==> config.mk <==
export PLATFORM = sky130hd
export DESIGN_NAME = router_ctrl
export DESIGN_NICKNAME = d
export VERILOG_FILES = /design/src/rtl/router_ctrl.sv
export SDC_FILE = /design/constraint.sdc
export NUM_CORES = 1
export LEC_CHECK = 0
export CAP_MARGIN = 30
export CORE_ASPECT_RATIO = 1.4
export CORE_MARGIN = 8
export CORE_UTILIZATION = 46
export DETAILED_ROUTE_END_ITERATION = 7
export GPL_ROUTABILITY_DRIVEN = 0
export PLACE_DENSITY = 0.79
export SKIP_CTS_REPAIR_TIMING = 1
export SYNTH_ARGS = -nofsm -noshare
export SYNTH_HDL_FRONTEND = slang
export SYNTH_SLANG_ARGS = --single-unit
==> constraint.sdc <==
create_clock -name clk -period 1.45 [get_ports clk]
set_input_delay 0.29 -clock clk [delete_from_list [all_inputs] [get_ports clk]]
set_output_delay 0.29 -clock clk [all_outputs]
set_load 0.05 [all_outputs]
==> src/rtl/router_ctrl.sv <==
// Write-side sequencer for the 1x3 router: header decode, FIFO write steering, strobes, per-FIFO timeout.
// Optional build macro ROUTER_CTRL_ADDR_ERR_EN adds addr_err / drop_cnt for headers addressed to port 3.
module router_ctrl #(
    parameter int TIMEOUT = 30,
    parameter int CNT_W   = 5
) (
    input  logic       clk,
    input  logic       resetn,
    input  logic       pkt_valid,
    input  logic [7:0] data_in,
    input  logic [2:0] fifo_full,
    input  logic [2:0] fifo_empty,
    input  logic [2:0] read_enb,
    input  logic       parity_done,
    input  logic       low_pkt_valid,
    output logic [2:0] write_enb,
    output logic       detect_add,
    output logic       lfd_state,
    output logic       ld_state,
    output logic       laf_state,
    output logic       full_state,
    output logic       rst_int_reg,
    output logic       busy,
    output logic [2:0] vld_out,
    output logic [2:0] soft_reset,
`ifdef ROUTER_CTRL_ADDR_ERR_EN
    output logic       addr_err,
    output logic [7:0] drop_cnt,
`endif
    output logic [2:0] fsm_state
);

    // Handshake: the source may present a new data_in byte on any edge where busy is low;
    // while busy is high it must hold data_in and pkt_valid unchanged.
    typedef enum logic [2:0] {
        DECODE_ADDRESS     = 3'd0,
        WAIT_TILL_EMPTY    = 3'd1,
        LOAD_FIRST_DATA    = 3'd2,
        LOAD_DATA          = 3'd3,
        FIFO_FULL_STATE    = 3'd4,
        LOAD_AFTER_FULL    = 3'd5,
        LOAD_PARITY        = 3'd6,
        CHECK_PARITY_ERROR = 3'd7
    } state_t;

    state_t     state;
    logic [1:0] dest;
    logic       dropping;
    logic [1:0] addr;
    logic       addr_ok;
    logic       fullsel;
    logic       emptysel;
    logic       emptysel_da;
    logic       abort;
    logic [2:0] stall;
    logic [2:0] dest_mask;
    logic [CNT_W-1:0] cnt [3];
    logic       unused_len;

    function automatic logic sel3(input logic [2:0] v, input logic [1:0] i);
        case (i)
            2'd0:    sel3 = v[0];
            2'd1:    sel3 = v[1];
            2'd2:    sel3 = v[2];
            default: sel3 = 1'b0;
        endcase
    endfunction

    assign addr        = data_in[1:0];
    assign addr_ok     = (addr != 2'd3);
    assign unused_len  = ^data_in[7:2];
    assign fullsel     = sel3(fifo_full, dest);
    assign emptysel    = sel3(fifo_empty, dest);
    assign emptysel_da = sel3(fifo_empty, addr);
    assign abort       = sel3(soft_reset, dest);
    assign vld_out     = ~fifo_empty;
    assign stall       = vld_out & ~read_enb;

    always_ff @(posedge clk or negedge resetn) begin
        if (!resetn) begin
            state    <= DECODE_ADDRESS;
            dest     <= 2'd0;
            dropping <= 1'b0;
        end else begin
            // Bytes of a header addressed to port 3 are swallowed until pkt_valid drops.
            if (!pkt_valid)
                dropping <= 1'b0;
            else if (state == DECODE_ADDRESS && !addr_ok)
                dropping <= 1'b1;

            if (state == DECODE_ADDRESS && pkt_valid && addr_ok)
                dest <= addr;

            if (state != DECODE_ADDRESS && abort) begin
                state <= DECODE_ADDRESS;
            end else begin
                case (state)
                    DECODE_ADDRESS:
                        if (pkt_valid && addr_ok && !dropping)
                            state <= emptysel_da ? LOAD_FIRST_DATA : WAIT_TILL_EMPTY;
                    WAIT_TILL_EMPTY:
                        if (emptysel) state <= LOAD_FIRST_DATA;
                    LOAD_FIRST_DATA:
                        state <= LOAD_DATA;
                    LOAD_DATA:
                        if (fullsel)         state <= FIFO_FULL_STATE;
                        else if (!pkt_valid) state <= LOAD_PARITY;
                    FIFO_FULL_STATE:
                        if (!fullsel) state <= LOAD_AFTER_FULL;
                    LOAD_AFTER_FULL:
                        if (parity_done)        state <= DECODE_ADDRESS;
                        else if (low_pkt_valid) state <= LOAD_PARITY;
                        else                    state <= LOAD_DATA;
                    LOAD_PARITY:
                        state <= CHECK_PARITY_ERROR;
                    CHECK_PARITY_ERROR:
                        state <= fullsel ? FIFO_FULL_STATE : DECODE_ADDRESS;
                    default:
                        state <= DECODE_ADDRESS;
                endcase
            end
        end
    end

    always_comb begin
        dest_mask = 3'b000;
        case (dest)
            2'd0:    dest_mask = 3'b001;
            2'd1:    dest_mask = 3'b010;
            2'd2:    dest_mask = 3'b100;
            default: dest_mask = 3'b000;
        endcase
    end

    always_comb begin
        write_enb   = 3'b000;
        detect_add  = 1'b0;
        lfd_state   = 1'b0;
        ld_state    = 1'b0;
        laf_state   = 1'b0;
        full_state  = 1'b0;
        rst_int_reg = 1'b0;
        busy        = 1'b1;
        case (state)
            DECODE_ADDRESS:     begin detect_add = 1'b1; busy = 1'b0; end
            WAIT_TILL_EMPTY:    ;
            LOAD_FIRST_DATA:    begin lfd_state = 1'b1; write_enb = dest_mask; end
            LOAD_DATA:          begin ld_state = 1'b1; busy = 1'b0; write_enb = dest_mask; end
            FIFO_FULL_STATE:    full_state = 1'b1;
            LOAD_AFTER_FULL:    begin laf_state = 1'b1; write_enb = dest_mask; end
            LOAD_PARITY:        write_enb = dest_mask;
            CHECK_PARITY_ERROR: rst_int_reg = 1'b1;
            default:            ;
        endcase
    end

    assign fsm_state = state;

    // Pulse lands on the edge after the TIMEOUT-th consecutive stalled cycle; counter rests during the pulse.
    always_ff @(posedge clk or negedge resetn) begin
        if (!resetn) begin
            soft_reset <= 3'b000;
            for (int i = 0; i < 3; i++) cnt[i] <= '0;
        end else begin
            for (int i = 0; i < 3; i++) begin
                if (soft_reset[i]) begin
                    soft_reset[i] <= 1'b0;
                    cnt[i]        <= '0;
                end else if (stall[i]) begin
                    if (cnt[i] == CNT_W'(TIMEOUT - 1)) begin
                        soft_reset[i] <= 1'b1;
                        cnt[i]        <= '0;
                    end else begin
                        cnt[i] <= cnt[i] + 1'b1;
                    end
                end else begin
                    cnt[i] <= '0;
                end
            end
        end
    end

`ifdef ROUTER_CTRL_ADDR_ERR_EN
    always_ff @(posedge clk or negedge resetn) begin
        if (!resetn) begin
            addr_err <= 1'b0;
            drop_cnt <= 8'd0;
        end else begin
            addr_err <= 1'b0;
            if (state == DECODE_ADDRESS && pkt_valid && !addr_ok && !dropping) begin
                addr_err <= 1'b1;
                if (drop_cnt != 8'hFF) drop_cnt <= drop_cnt + 8'd1;
            end
        end
    end
`endif

endmodule

==> run metrics <==
die span in x=61.91 um; initial antenna violation count=0; DRT Pass-1 Iters=4; Worst VDD drop=1.013 mV; row cnt=23; worst endpoint required time=1.16 ns; Ys Warns=0; DRT iter0 DRCs=20; status=finished, violations left; CTS tree=yes; Mapped Nets=167; worst slew pin tran=0.3066 ns; CTS Sinks=24; number of flops mapped to enable cells by yosys=0; largest net degree at the start of global routing=25; Clk pin slew, worst setup/hold paths=0.08 ns; power density over the cells=1774 nW/um^2; Mapped Cells=139; worst-skew pair later-pin latency=0.26 ns; failing checks=negative setup slack; dpl hpwl=2.854 mm; Die ar.=4970 sq um; CTS H-tree lvls=1; IO buf count=34; most common cell after layout, fill and taps aside=buf_4; Setup WS post-layout=-0.2880 ns; reg2reg start=fsm_state[1]$_DFFE_PN0P_; Die H=80.28 um; vias=1203; Tmin final=1.738 ns; Area growth syn-to-layout=65.62%; Vias/cell=5.185; root buffer cell=clkbuf_8; Arr. time, crit path=1.45 ns; Final Hold Vio Count=0; fmax=575.4 MHz; unrepaired setup endpoints after global routing=true; # diodes=0; WL final=3.421 mm; Leak=1.025 nW; IO Pins=41; reg2reg end=fsm_state[1]$_DFFE_PN0P_; GRT overflow=0; Top FF cell, synth=dfrtp_1; drt drc=0; register area share after synthesis=0.4424; Core Box Area=2849 sq um; Util after Layout=0.7892; TritonCTS Buffers=3; startpoint types=flop; Rel. slew slack=0.7956; Final Hold Slack=0.3725 ns; post-route ant nets=0; mean post-synth cell area=9.767 sq um; CP endpoint kind=primary output; count of cell types in the netlist=37; top area cells in the synthesized netlist=dfrtp_1, nor2_1, ha_1; R2R Setup Slk=-0.06 ns; period utilisation layout=1.199; share of the synthesized area in the top cell type=0.4424; layout cell share with drive strength beyond 1=0.3487; critical path fanouts, max=9; CP startpoint=fsm_state[1]$_DFFE_PN0P_; Synth area leader=dfrtp_1; Power, Total=3.988 mW; most frequent cells in the layout=buf_4, nor2_1, dfrtp_1, buf_12, clkdlybuf4s50_1; vias in the first global route=1345; final-report max-slew violation count=0; Final Skew=0.005508 ns; Layout Nets=224; #FFs+latches synth=24; Reg2Reg Depth=5; Setup CP Type=reg -> out; Post-synth ARST share=1.000; Worst Setup EP=busy; Max Cap Viol=0; Starting Density=0.4765; CTS Buffer Depth=2; setup violators final=15; WL/cell=14.75 um; fill count=170; worst min-delay path class=in -> async; first-pass GRT wire length=5.865 mm; Mapped Area=1358 sq um; GRT Overall Usage=0.1530
-- synthesized netlist by cell type, types with 2 or more instances --
cell / count
o21ai_0: 3
nand2_1: 9
xor2_1: 7
mux2i_1: 4
nor3_1: 5
nor2b_1: 5
xnor2_1: 3
nor2_1: 23
buf_4: 2
o211ai_1: 2
buf_2: 2
nand3b_1: 4
ha_1: 6
nand3_1: 6
dfrtp_1: 24
inv_1: 6
o22a_1: 2
a21oi_1: 2
nor3b_1: 4
nand4_1: 3
-- area by class of cell --
type	instances	area [sq um]	share of cell area
multi-input cells	103	798.3	0.3550
repair buffers	57	714.4	0.3178
flip-flops and latches	24	605.6	0.2693
well taps	37	46.29	0.02059
clock buffers	4	45.04	0.02003
inverters	7	38.79	0.01725
-- flip-flops by register name, summed over array words and instances, names as in the netlist --
register,flops
dest,2
soft_reset,3
fsm_state,3
dropping,1
cnt,15
-- worst min-delay path by stage --
stage / start / end / slack, ns / depth (start not counted)
floorplan: resetn / cnt[0]$_DFF_PN0_ / -0.006 / 0
global placement: cnt[5]$_DFF_PN0_ / cnt[5]$_DFF_PN0_ / 0.47 / 1
detailed placement: dropping$_DFFE_PN0P_ / dropping$_DFFE_PN0P_ / 0.49 / 1
CTS: resetn / cnt[0]$_DFF_PN0_ / 0.37 / 2
global route: resetn / cnt[0]$_DFF_PN0_ / 0.40 / 2
finish: resetn / cnt[0]$_DFF_PN0_ / 0.37 / 2
-- logic make-up (layout without fill, tap and decap cells) --
family                   after synthesis  count (layout)  synth area share
adder cells (fa/ha/maj)                6               6           0.05530
AO/OA/AOI/OAI                         18              18           0.09954
buffers and inverters                 12              68           0.04977
flip-flops                            24              24            0.4424
multiplexers                           4               4           0.02949
XOR/XNOR                              10              10           0.06452
AND/OR/NAND/NOR                       65              65            0.2590
-- metrics by stage --
stage          instances  TNS, ns  worst slack [ns]  instance area, sq um
6_report             232   -2.208           -0.2880                  2248
2_1_floorplan        139   -1.859           -0.3009                  1475
3_5_place_dp         227   -1.452           -0.3778                  2165
4_1_cts              231   -2.584           -0.3009                  2210
3_3_place_gp         227  -0.7639           -0.2533                  2165
5_1_grt              232   -3.085           -0.3351                  2248
-- power breakdown --
| part | internal, mW | leakage [nW] | total (mW) | switching [mW] |
|---|---|---|---|---|
| combinational | 1.32 | 0.684 | 2.68 | 1.36 |
| clock | 0.196 | 0.0228 | 0.397 | 0.200 |
| sequential | 0.762 | 0.319 | 0.911 | 0.149 |
-- per-layer routing --
layer	vias up	GRT usage	share of wire
met5	-	0	0
li1	588	-	-
met3	6	0.02236	0.064
met2	34	0.2723	0.54
met1	575	0.1708	0.38
met4	0	0.06407	0.017
-- worst max-delay path, stage by stage, from the launching register on --
cell and delay, ns:
dfrtp_2 0.50, or3_4 0.41, clkinv_8 0.09, nor2_4 0.04, buf_12 0.14
(Power assumes the default switching activity.)
